## src/rtl/priority_resolver_isr.sv

```systemverilog
// 8259A-style priority resolver: ranks masked requests against the In-Service Register,
// runs the two-pulse INTA handshake and applies specific/non-specific/automatic EOI.
module priority_resolver_isr #(
  parameter logic [2:0] RESET_LOWEST = 3'd7,
  parameter logic [2:0] SPURIOUS_LVL = 3'd7
) (
  input  logic       clk,
  input  logic       rst_n,
  input  logic [7:0] irq,
  input  logic [4:0] vectorBase,
  input  logic       aeoiMode,
  input  logic       rotateOnEoi,
  input  logic       eoiValid,
  input  logic       eoiSpecific,
  input  logic [2:0] eoiLevel,
  input  logic       inta_n,
  output logic       intOut,
  output logic [7:0] clrIrr,
  output logic [7:0] isr,
  output logic [7:0] vectorOut,
  output logic       vectorValid
);

  typedef enum logic [1:0] {StIdle, StAck1, StAck2} state_e;

  state_e     state_q;
  logic [2:0] lowest_q;
  logic [2:0] level_q;
  logic       spurious_q;
  logic       inta_prev_q;

  logic       inta_fall, inta_rise;
  logic       irq_any, isr_any, qualifies;
  logic [2:0] win, isr_top, win_rank, isr_rank;
  logic [7:0] win_onehot, level_onehot;
  logic [7:0] isr_eoi;
  logic [2:0] lowest_eoi;

  // Level holding priority rank r when lowest_q is the lowest-priority level.
  function automatic logic [2:0] level_at(input logic [2:0] low, input int r);
    return low + 3'(r) + 3'd1;
  endfunction

  assign inta_fall    = inta_prev_q & ~inta_n;
  assign inta_rise    = ~inta_prev_q & inta_n;
  assign win_onehot   = 8'b1 << win;
  assign level_onehot = 8'b1 << level_q;

  always_comb begin
    irq_any = 1'b0;
    win     = 3'd0;
    isr_any = 1'b0;
    isr_top = 3'd0;
    // Walk from lowest to highest rank so the last hit is the highest-ranked bit.
    for (int r = 7; r >= 0; r--) begin
      if (irq[level_at(lowest_q, r)]) begin
        irq_any = 1'b1;
        win     = level_at(lowest_q, r);
      end
      if (isr[level_at(lowest_q, r)]) begin
        isr_any = 1'b1;
        isr_top = level_at(lowest_q, r);
      end
    end
    win_rank  = win - lowest_q - 3'd1;
    isr_rank  = isr_top - lowest_q - 3'd1;
    qualifies = irq_any & (~isr_any | (win_rank < isr_rank));
  end

  // EOI effect on the pre-cycle ISR/pointer; the FSM may override it below.
  always_comb begin
    isr_eoi    = isr;
    lowest_eoi = lowest_q;
    if (eoiValid) begin
      if (eoiSpecific) begin
        isr_eoi[eoiLevel] = 1'b0;
        if (rotateOnEoi) lowest_eoi = eoiLevel;
      end else if (isr_any) begin
        isr_eoi[isr_top] = 1'b0;
        if (rotateOnEoi) lowest_eoi = isr_top;
      end
    end
  end

  always_ff @(posedge clk or negedge rst_n) begin
    if (!rst_n) begin
      state_q     <= StIdle;
      lowest_q    <= RESET_LOWEST;
      level_q     <= 3'd0;
      spurious_q  <= 1'b0;
      inta_prev_q <= 1'b1;
      intOut      <= 1'b0;
      clrIrr      <= 8'd0;
      isr         <= 8'd0;
      vectorOut   <= 8'd0;
      vectorValid <= 1'b0;
    end else begin
      inta_prev_q <= inta_n;
      clrIrr      <= 8'd0;
      isr         <= isr_eoi;
      lowest_q    <= lowest_eoi;
      unique case (state_q)
        StIdle: begin
          intOut <= qualifies;
          if (inta_fall && intOut) begin
            intOut  <= 1'b0;
            state_q <= StAck1;
            if (qualifies) begin
              isr        <= isr_eoi | win_onehot;
              clrIrr     <= win_onehot;
              level_q    <= win;
              spurious_q <= 1'b0;
            end else begin
              level_q    <= SPURIOUS_LVL;
              spurious_q <= 1'b1;
            end
          end
        end
        StAck1: begin
          intOut <= 1'b0;
          if (inta_fall) begin
            vectorOut   <= {vectorBase, level_q};
            vectorValid <= 1'b1;
            state_q     <= StAck2;
          end
        end
        StAck2: begin
          intOut <= 1'b0;
          if (inta_rise) begin
            vectorValid <= 1'b0;
            state_q     <= StIdle;
            if (aeoiMode && !spurious_q) begin
              isr <= isr_eoi & ~level_onehot;
              if (rotateOnEoi) lowest_q <= level_q;
            end
          end
        end
        default: state_q <= StIdle;
      endcase
    end
  end

endmodule

```

## config.mk

```make
export PLATFORM = sky130hd
export DESIGN_NAME = priority_resolver_isr
export DESIGN_NICKNAME = d
export VERILOG_FILES = /design/src/rtl/priority_resolver_isr.sv
export SDC_FILE = /design/constraint.sdc
export NUM_CORES = 1
export LEC_CHECK = 0
export CORE_MARGIN = 1
export CORE_UTILIZATION = 50
export DETAILED_ROUTE_END_ITERATION = 6
export DONT_BUFFER_PORTS = 1
export PLACE_DENSITY_LB_ADDON = 0.08
export SLEW_MARGIN = 20
export SYNTH_ARGS = -nofsm -noshare
export SYNTH_HDL_FRONTEND = slang
export SYNTH_SLANG_ARGS = --single-unit
export TNS_END_PERCENT = 1
```

## constraint.sdc

```tcl
create_clock -name clk -period 5.9 [get_ports clk]
set_input_delay 1.18 -clock clk [delete_from_list [all_inputs] [get_ports clk]]
set_output_delay 1.18 -clock clk [all_outputs]
set_load 0.01 [all_outputs]
```

Yosys cells after proc, flatten, opt, wreduce, memory -nomap -nowiden

Cells that the tools add are included.

Register bits: 36
Input port bits: 23
Logic and storage cells: 174

Add/subtract/negate cells: 18
Order comparisons: 13
Equal/unequal tests: 5
Shifts and indexed selects: 2
Mux-type cells: 99
Bitwise logic cells: 14
Reduce and logical (&&, ||, !) cells: 13

Operators with widths:

| cell                                                                                | number |
|---|---|
| 8-bit 2-to-1 mux                                                                    | 10 |
| 3-bit 2-to-1 mux                                                                    | 26 |
| 1-bit binary-select mux with 3-bit select                                           | 16 |
| 3-bit by 4-bit less-than comparator with 1-bit output, second input constant        | 10 |
| 1-bit 2-to-1 mux                                                                    | 38 |
| 3-bit by 1-bit adder with 3-bit output, second input constant                       | 8 |
| 8-bit AND                                                                           | 3 |
| 8-bit NOT                                                                           | 3 |
| 8-bit case mux with 2 select lines                                                  | 1 |
| 1-bit by 3-bit << shifter with 8-bit output, first input constant                   | 2 |
| 3-bit adder, second input constant                                                  | 4 |
| 8-bit OR                                                                            | 1 |
| 3-bit by 2-bit adder with 3-bit output, second input constant                       | 2 |
| 1-bit demux with 3-bit select                                                       | 2 |
| 3-bit by 1-bit greater-or-equal comparator with 1-bit output, second input constant | 2 |
| 2-bit 2-to-1 mux                                                                    | 3 |
| 2-bit != test, second input constant                                                | 3 |
| 2-bit case mux with 3 select lines                                                  | 1 |
| 3-bit AND reduction                                                                 | 2 |
| 3-bit by 1-bit subtractor with 3-bit output, second input constant                  | 2 |
| 3-bit subtractor                                                                    | 2 |
| 1-bit logical AND                                                                   | 4 |
| 1-bit case mux with 2 select lines                                                  | 2 |
| 2-bit AND reduction                                                                 | 2 |
| 10 further kinds                                                                    | 15 |

Longest topological paths before layout

Gate-level depths: netlist (run 1).

Depth in word-level cells: 25
Depth in mapped cells: 23
Gate-level depth less buffers: 18

Worst setup path after synthesis (run 1)

No wires, ideal clock.

Path type: register to register
From: register lowest_q[1]
To: register isr[6]
Setup time: 77 ps
Arrival time: 4977 ps
Setup slack: 847 ps
Stages on the path, launching flop included: 23
Path buffers: 5
Cell sequence: dfstp_2 -> buf_2 -> clkbuf_8 -> inv_1 -> ha_1 -> buf_6 -> inv_2 -> mux4_1 -> o21ai_0 -> a22oi_1 -> a32o_1 -> buf_2 -> ha_1 -> fa_1 -> inv_1 -> ha_1 -> a21o_1 -> a21oi_1 -> o221a_2 -> nand2b_1 -> buf_6 -> or3_1 -> o21ai_1

Cells in the longest elaborated chain, start to end: 25

Ends and longest elaborated chain:

| element                                                              | line | source |
|---|---|---|
| from (decl)                                                          | 27   | `logic [2:0] lowest_q;` |
| from (signal assigned)                                               | 101  | `lowest_q <= lowest_eoi;` |
| from (signal assigned)                                               | 134  | `if (rotateOnEoi) lowest_q <= level_q;` |
| parallel branches: the longest is 24 deep, another holds 3-bit adder | --   |  |
| 8-bit case mux with 2 select lines (*)                               | 102  | `unique case (state_q)` |
| to (signal assigned)                                                 | 100  | `isr <= isr_eoi;` |
| to (signal assigned)                                                 | 109  | `isr <= isr_eoi \| win_onehot;` |
| to (signal assigned)                                                 | 133  | `isr <= isr_eoi & ~level_onehot;` |
| to (decl)                                                            | 19   | `output logic [7:0] isr,` |

Mark *: on every way between the ends. The select of a mux whose other input is x is not followed.
A chain may end at the register's enable or synchronous reset.

Final worst setup path (run 1)

From: register lowest_q[0]
To: register isr[6]

The elaborated chain is that of the path after synthesis.

==> flow_summary_export.csv, run 1 <==
group,metric,value,unit
worst_setup_path,critPathSlowestCell,"dfstp_2",
final_layout,drive_above_1_share,22.1,%
yosys,syn_area_per_cell,10.3,sq um
timing,setup_violations,0,
worst_setup_path,worst-endpoint-arrival,5.50,ns
timing,fin_setup_tns,0,ns
worst_setup_path,critPathMaxStageDelay,0.54,ns
timing,relSlewSlack,46.1,%
floorplanning,core,7730,sq um
worst_setup_path,crit_type,"reg2reg",
routing,avgViaCountPerCell,6.59,
routing,post_drt_wl_per_cell,22.4,um
grt,grtUsageTotal,26.9,%
yosys,syn_inst,387,
yosys,synth_top_area_share,20.1,%
clocking,cts_hold_buffers,0,
timing,period_share,89.4,%
yosys,synthFlopType,"dfrtp_1",
floorplanning,die_h,91.3,um
worst_setup_path,crit_path_end_kind,"flop",
worst_setup_path,critical-path-top-delay-family,"adder cells",
clocking,clockRootBuffer,"clkbuf_8",
yosys,syn_area,3990,sq um
routing,routed_wl,10.9,mm
worst_hold_path,hold_class,"reg2reg",
worst_setup_path,cp.required,6.13,ns
timing,final_hold_viol_count,0,
timing,drv_slew,0,
yosys,synth_nets,423,
routing,initialDrtViolationCount,233,
grt,grt.busiest_layer,"met2",
yosys,synth_edf_count,0,
grt,grt_util_met1,36.7,%
routing,drt_first_pass_iters,4,
run_status,status,"complete, no violations",
clocking,cts_resized,0,
floorplanning,die-width,91.3,um
worst_setup_path,worstPathMaxFanout,38,
clocking,cts_setup_buffers,0,
yosys,synthArstFlopShare,100,%
final_layout,finish.utilization,53.1,%
floorplanning,dieArea,8330,sq um
yosys,synth_common_cells,"nand2_1, dfrtp_1, nor2_1",
final_layout,antenna_cells,0,
yosys,netlist-cell-type-count,82,
grt,grt_pass1_wl,17.4,mm
timing,tightestPinTransition,0.803,ns
grt,grt_max_degree,39,
worst_setup_path,cp_cell_sequence,"buf_4 > ha_1 > xnor3_1 > mux2i_2 > nor3_1 > a41o_1 > a211oi_2 > ha_1 > fa_1 > ha_1 > a21o_1 > a21oi_1 > o221a_2 > nand2b_1 > or3_1 > o21ai_1",
clocking,cts.sinks,36,
clocking,tritoncts,"yes",
placed_design,dp_hpwl,8.13,mm
routing,drc_errors,0,
grt,grt.overflow.total,0,
yosys,synth_top_area_cell,"dfrtp_1",
timing,skew,0.0113,ns
placed_design,port_buffers,0,
grt,gr-usage-met3,4.44,%
floorplanning,rows,32,
yosys,synth_seq_area_share,22.7,%
timing,min_period,5.28,ns
worst_setup_path,critPathLaunchType,"flop",
job,cap_violations,0,
floorplanning,start_util,51.6,%
yosys,yosys_register_bits,36,
yosys,ys_top_cells_by_area,"dfrtp_1, mux4_2, mux2_2",
routing,ant_nets,0,
grt,antenna_found_initial,0,
routing,via_count,3204,
floorplanning,ios,49,
clocking,cts_htree_levels,2,
timing,rsz0062_at_grt,"no",
yosys,yosys.cell_count.top_type,"nand2_1",
grt,globalRouteMet2Util,43.7,%
timing,fmax,190,MHz
final_layout,area_delta_synth_final,2.92,%
clocking,cts_buffers,5,
worst_setup_path,path_common_cell,"ha_1",
clocking,clk_pin_slew,0.08,ns
yosys,yosys_warnings,0,
placed_design,globalplace.congestion,0.887,
clocking,clk_latency,0.29,ns
grt,grt_pass1_vias,3227,
final_layout,nets,419,
worst_setup_path,cp_num_buf_inv,1,
clocking,max-clock-path-buffers,2,
==> per-layer routing <==
layer / share of wire (%) / routed length, um
met4: 1.6 / 170
met3: 6.7 / 727
met1: 44 / 4790
met5: 0 / 0
met2: 48 / 5190
==> worst reg2reg max path: cells and delay by family, from the launching register on <==
kind / cells / cell delay, ns
AOI/OAI and AO/OA: 6 / 1.23
xor gates and xnor gates: 1 / 0.39
adders and majority gates: 4 / 1.44
buffers and inverters: 1 / 0.46
DFF: 1 / 0.54
muxes: 1 / 0.48
and+or+nand+nor: 3 / 0.68
==> cell type report <==
| cell class | instances | area, sq um |
|---|---|---|
| clock inverter | 2 | 35.0 |
| tap | 102 | 128 |
| inverter | 17 | 63.8 |
| timing repair buffer | 8 | 60.1 |
| fill | 708 | 3620 |
| multi-input combinational | 315 | 2840 |
| sequential | 36 | 906 |
| clock buffer | 6 | 72.6 |
==> registers in the layout, summed over array words and instances, names as in the netlist <==
name	flops
clrIrr	8
intOut	1
inta_prev_q	1
isr	8
level_q	3
lowest_q	3
spurious_q	1
state_q	2
vectorOut	8
vectorValid	1
==> per-stage QoR <==
step / hold slack (ns) / worst slack, ns / std cells / instance area, sq um
after global placement: 0.517 / 0.713 / 478 / 4000
final: 0.549 / 0.624 / 486 / 4100
after global routing: 0.569 / 0.265 / 486 / 4100
after CTS: 0.545 / 0.661 / 486 / 4100
after detailed placement: 0.541 / 0.679 / 478 / 4000
after floorplan: 0.467 / 0.847 / 387 / 3990
==> kinds of logic (layout without fill, tap and decap cells) <==
family	Yosys count	count (layout)	share of synthesized area, %
xor gates and xnor gates	9	9	2.51
and+or+nand+nor	123	123	18.0
muxes	69	69	27.0
AOI/OAI and AO/OA	101	101	19.2
buffers and inverters	36	33	6.09
DFF	36	36	22.7
adders and majority gates	13	13	4.46
==> cell usage in the layout, fill, tap and decap left out, drive strengths merged, types with 3 or more instances in the layout <==
master   n
a211oi   6
a21o     5
a21oi   20
a22oi    4
a41o     3
and2     3
and3     3
buf      8
clkbuf   6
dfrtp   32
dfstp    4
ha      11
inv     17
mux2    24
mux2i   22
mux4    23
nand2   38
nand2b   6
nand3    4
nand3b   3
nand4    4
nor2    26
nor2b    4
nor3     8
nor3b    4
nor4     3
nor4b    6
o21a     4
o21ai   18
o22a     3
o22ai    9
o311ai   4
o31ai    6
or3      3
xnor2    5
xor2     3
==> path summary, 6_finish.rpt <==
kind                              from          end  slack, ns  depth (start not counted)
max                        lowest_q[0]       isr[6]       0.62                         16
min                        inta_prev_q  vectorValid       0.55                          2
max reg2reg                lowest_q[0]       isr[6]       0.62                         16
min reg2reg                inta_prev_q  vectorValid       0.55                          2
max in group asynchronous        rst_n  inta_prev_q       5.15                          0
min in group asynchronous        rst_n   level_q[0]       0.57                          0
Power of run 1 is left out: the tool's default activity adds up to more than one toggle a clock period on the data nets, which glitch-free logic cannot reach.
==> run 2, diff against run 1 <==
Settings changed: CAP_MARGIN set to 20, CTS_CLUSTER_SIZE set to 25.
==> results of run 2 <==
The final DEF is identical to that of run 1; final timing and power are the same.
Power of run 2 is left out for the same reason.
==> variant 1, RTL diff (flow settings as in run 1) <==
Register the input `irq` before use, with the module's reset. The logic sees it one clock later. The other inputs are not delayed to match.
--- a/src/rtl/priority_resolver_isr.sv
+++ b/src/rtl/priority_resolver_isr.sv
@@ -22,6 +22,16 @@
 );
 
   typedef enum logic [1:0] {StIdle, StAck1, StAck2} state_e;
+
+  logic [7:0] irq_q;
+
+  always_ff @(posedge clk or negedge rst_n) begin
+    if (!rst_n) begin
+      irq_q <= '0;
+    end else begin
+      irq_q <= irq;
+    end
+  end
 
   state_e     state_q;
   logic [2:0] lowest_q;
@@ -53,7 +63,7 @@
     isr_top = 3'd0;
     // Walk from lowest to highest rank so the last hit is the highest-ranked bit.
     for (int r = 7; r >= 0; r--) begin
-      if (irq[level_at(lowest_q, r)]) begin
+      if (irq_q[level_at(lowest_q, r)]) begin
         irq_any = 1'b1;
         win     = level_at(lowest_q, r);
       end
Check against the original RTL: not equivalent (Yosys sat finds a counterexample within 4 cycles, from zero or initial values and one cycle with rst_n low).
==> variant 1 against run 1 <==
  * Cell count rose by 7.0%
  * Non-clock buffer count did not move
  * Synthesized cell count up 10%
  * Design area grew 6.2%
  * Sequential cell count up 8
  * Critical path depth up 3
  * Core utilization grew 0.21 points
  * Routed wire length is 2.6% lower
  * Area after synthesis increased by 5.8%
  * Setup slack got worse by 0.092 ns
  * Critical endpoint is now isr[4]
  * Highest routed layer unchanged
Power is left out: the tool's default activity adds up to more than one toggle a clock period on the data nets, which glitch-free logic cannot reach.
==> variant 1: results (changes against run 1) <==
metric;value;unit;change
antenna_found_initial;0;;unchanged
netlist-cell-type-count;81;;was 82
path_max_fanout;47;;was 38
crit_family;compound AO/OA/AOI/OAI gates;;was adder cells
cts_made_buffers;5;;unchanged
antenna_cells;0;;unchanged
grt_max_degree;48;;was 39
fin_nets;450;;was 419
fillers;736;;was 708
cts-resized-gates;0;;unchanged
slowest_delay;0.54;ns;about the same
htreeDepth;2;;unchanged
place_congestion;0.9550;;was 0.8872
cp.arrival;5.59;ns;was 5.50 ns
clock_skew;0.005516;ns;was 0.01128 ns
maxCapViolCount;0;;unchanged
cts_root_buf;clkbuf_8;;unchanged
grt_pass1_vias;3410;;was 3227
grt_use_total;25.64;%;was 26.86%
syn_nets;463;;was 423
drive_above_1_share;22.17;%;was 22.14%
clk_path_buf_depth;2;;unchanged
grt_pass1_wl;17.55;mm;was 17.44 mm
synthTopCellsByArea;dfrtp_1, mux4_2, mux2i_1;;was dfrtp_1, mux4_2, mux2_2
status;finished, final reports clean;;unchanged
seq_area_frac_synth;26.22;%;was 22.72%
synthTopCellsByCount;nor2_1, dfrtp_1, nand2_1;;was nand2_1, dfrtp_1, nor2_1
drt_iter0_drc;293;;was 233
wire_per_inst;20.37;um;was 22.38 um
vias;3455;;was 3204
worst_slew_pin_slew;0.7955;ns;was 0.8033 ns
dp_hpwl;7.905;mm;was 8.126 mm
path_clk_slew;0.09;ns;
[variant 1: cell count changes after synthesis, moves of 6 or more]
cell | before | now
mux4_1 | 9 | 3
mux2_2 | 23 | 16
mux4_2 | 14 | 28
nor3_1 | 8 | 14
nor2_1 | 25 | 41
a21oi_1 | 20 | 31
clkbuf_1 | 1 | 14
dfrtp_1 | 32 | 40
[variant 1: kinds of logic (layout without fill, tap and decap cells)]
kind of cell	after synthesis	count (layout)	synth area share [%]
compound gates	113	113	18.89
xor+xnor	8	8	2.165
fa+ha+maj	13	13	4.211
buf+inv	46	34	5.575
flops	44	44	26.22
mux	67	67	26.25
simple gates	136	136	16.70
[variant 1: area by class of cell]
cell class	instances	area, um^2	share of cell area [%]
multi-input cells	337	2878	66.04
flip-flops and latches	44	1106	25.38
well taps	105	131.4	3.015
clock buffers	5	68.82	1.579
inverters	18	67.56	1.550
repair buffers	8	60.06	1.378
clock inverters	3	46.29	1.062
[variant 1: through the flow]
| stage | cell area (um^2) | hold slack (ns) | setup slack, ns | std cells | utilization (%) |
|---|---|---|---|---|---|
| finish | 4358 | 0.4964 | 0.5321 | 520 | 53.31 |
| CTS | 4358 | 0.4996 | 0.5413 | 520 | 53.31 |
| global placement | 4243 | 0.4731 | 0.5478 | 512 | 51.90 |
| global route | 4358 | 0.5103 | 0.07898 | 520 | 53.31 |
| floorplan | 4219 | 0.4554 | 0.9952 | 427 | - |
| detailed placement | 4243 | 0.4793 | 0.5621 | 512 | 51.90 |
[variant 1: path summary, 6_finish.rpt]
path                        startpoint           end  slack (ns)  cells past startpoint
min in group asynchronous        rst_n  vectorOut[3]        0.56                      0
max in group asynchronous        rst_n   inta_prev_q        5.16                      0
min reg2reg                 spurious_q    spurious_q        0.50                      1
min                         spurious_q    spurious_q        0.50                      1
max reg2reg                lowest_q[0]        isr[4]        0.53                     19
max                        lowest_q[0]        isr[4]        0.53                     19
[variant 1: worst register-to-register path, cell delays in order (launching register included)]
cell and delay, ns:
dfstp_2 0.54, buf_4 0.53, ha_1 0.31, buf_4 0.22, xnor3_1 0.41, mux2i_4 0.26
and2_1 0.18, o31ai_1 0.23, o31a_1 0.19, a41o_2 0.22, inv_1 0.25, fa_1 0.47
xor2_1 0.16, xnor2_1 0.16, ha_1 0.29, a21oi_1 0.16, a21oi_2 0.08, nor3b_2 0.26
nand2b_1 0.18, o22ai_1 0.20
[variant 1: per-layer routing]
metal | up-vias | global-route usage [%] | wire length [um]
met5 | - | 0 | 0
met4 | 0 | 8.462 | 153
met3 | 13 | 3.964 | 802
met2 | 130 | 41.12 | 5053
met1 | 1700 | 35.40 | 4585
li1 | 1612 | - | -
==> variant 2, RTL diff (settings of run 1) <==
Without the edit above. Change the parameter `RESET_LOWEST` from 3'd7 to 3'd6.
--- a/src/rtl/priority_resolver_isr.sv
+++ b/src/rtl/priority_resolver_isr.sv
@@ -1,7 +1,7 @@
 // 8259A-style priority resolver: ranks masked requests against the In-Service Register,
 // runs the two-pulse INTA handshake and applies specific/non-specific/automatic EOI.
 module priority_resolver_isr #(
-  parameter logic [2:0] RESET_LOWEST = 3'd7,
+  parameter logic [2:0] RESET_LOWEST = 3'd6,
   parameter logic [2:0] SPURIOUS_LVL = 3'd7
 ) (
   input  logic       clk,
Check against the original RTL: not equivalent (a bounded check fails within 4 cycles, from zero or initial values and one cycle with rst_n low).
==> variant 2 against run 1 <==
  * Setup slack improved by 0.080 ns
  * Sequential cell count unchanged
  * Core utilization increased by 0.097 points
  * Critical path depth unchanged
  * Area after synthesis about the same
  * Count of clock-buffer cells in the layout unchanged
  * Design area increased by 0.18%
  * Routed wire length increased by 1.6%
  * First-iteration DRC count decreased by 7.7%
  * Worst hold slack got worse by 0.021 ns
  * Critical path type unchanged
  * Highest routed layer unchanged
Power is left out: the tool's default activity adds up to more than one toggle a clock period on the data nets, which glitch-free logic cannot reach.
==> variant 2: results (changes against run 1) <==
metric;value;unit;change
clkSinkCount;36;;unchanged
hold_depth;2;;unchanged
buffer_area_share;1.644;%;was 1.464%
path_clk_slew;0.07;ns;
cp.arrival;5.42;ns;was 5.50 ns
post-cts-setup-buffers;0;;unchanged
wire_per_inst;22.68;um;was 22.38 um
synthTopCellsByCount;nand2_1, dfrtp_1, nor2_1;;unchanged
highest_layer;met4;;unchanged
inv_count;17;;unchanged
dp_hpwl;8.280;mm;was 8.126 mm
htreeDepth;2;;unchanged
multi_input_comb_cells;315;;unchanged
drt_iter0_drc;215;;was 233
drive_above_1_share;22.34;%;was 22.14%
clkLatencyLatePin;0.29;ns;about the same
yosys_warnings;0;;unchanged
status;finished, final reports clean;;unchanged
worst_slew_pin_slew;0.7505;ns;was 0.8033 ns
clock_skew;0.005959;ns;was 0.01128 ns
numPortBuffers;0;;unchanged
first_pass_iters;4;;unchanged
dr_wl_met2;5.310;mm;was 5.191 mm
nonClockBufferCount;9;;was 8
seq_area_frac_synth;22.70;%;was 22.72%
grt_use_total;27.72;%;was 26.86%
place_congestion;0.9255;;was 0.8872
synthTopCellsByArea;dfrtp_1, mux4_2, mux2_2;;unchanged
reg_top3;clrIrr x8, isr x8, vectorOut x8;;unchanged
final-clk-cell-share;2.618;%;was 2.623%
grt_pass1_wl;17.94;mm;was 17.44 mm
cts-resized-gates;0;;unchanged
cts_made_buffers;5;;unchanged
multi_input_area_share;69.04;%;was 69.17%
fillers;688;;was 708
worstHoldPathType;reg2reg;;unchanged
r2r_cells;16;;unchanged
vias;3287;;was 3204
wl_met3;752;um;was 727 um
wl_met1;4.735;mm;was 4.785 mm
slowest_delay;0.65;ns;was 0.54 ns
cpMaxStageDelayCell;xnor2_1;;was dfstp_2
path_max_fanout;23;;was 38
synthArstFlopShare;100.0;%;unchanged
netlist-cell-type-count;82;;unchanged
grt_max_degree;37;;was 39
clock_buffers;6;;unchanged
crit_family;compound AO/OA/AOI/OAI gates;;was adder cells
antenna_cells;0;;unchanged
synth-main-ff-cell;dfrtp_1;;unchanged
clk_path_buf_depth;2;;unchanged
## variant 2: cell count changes in the layout (fill, tap and decap cells not counted)
| cell | before | now |
|---|---|---|
| buf_4 | 8 | 9 |
| dfrtp_2 | 0 | 1 |
| dfstp_2 | 4 | 3 |
## variant 2: kinds of logic (layout without fill, tap and decap cells)
kind of cell	Yosys count	count (layout)	share of synthesized area, %
AOI/OAI and AO/OA	101	101	19.22
xor gates and xnor gates	9	9	2.512
adders and majority gates	13	13	4.458
buffers and inverters	36	34	6.091
DFF	36	36	22.70
muxes	69	69	26.97
and+or+nand+nor	123	123	18.05
## variant 2: path summary, 6_finish.rpt
| check | from | end | slack (ns) |
|---|---|---|---|
| worst max-delay path | lowest_q[0] | isr[6] | 0.70 |
| worst min-delay path | inta_prev_q | vectorValid | 0.53 |
| worst max register to register | lowest_q[0] | isr[6] | 0.70 |
| worst min register to register | inta_prev_q | vectorValid | 0.53 |
| max in group asynchronous | rst_n | lowest_q[1] | 5.15 |
| min in group asynchronous | rst_n | lowest_q[0] | 0.58 |
## variant 2: per-layer routing
layer  GRT usage, %  vias up
met5              0        -
met4          8.995        0
met3          5.025       23
met2          45.52      130
met1          37.01     1637
li1               -     1497
## variant 2: through the flow
| step | utilization, % | worst slack (ns) | instances | hold WS (ns) | cell area [um^2] |
|---|---|---|---|---|---|
| 4_1_cts | 53.19 | 0.7291 | 487 | 0.5348 | 4110 |
| 3_5_place_dp | 51.80 | 0.7527 | 479 | 0.5247 | 4003 |
| 5_1_grt | 53.19 | 0.2916 | 487 | 0.5651 | 4110 |
| 2_1_floorplan | - | 0.8466 | 387 | 0.4672 | 3985 |
| 3_3_place_gp | 51.80 | 0.7324 | 479 | 0.5168 | 4003 |
| 6_report | 53.19 | 0.7038 | 487 | 0.5274 | 4110 |
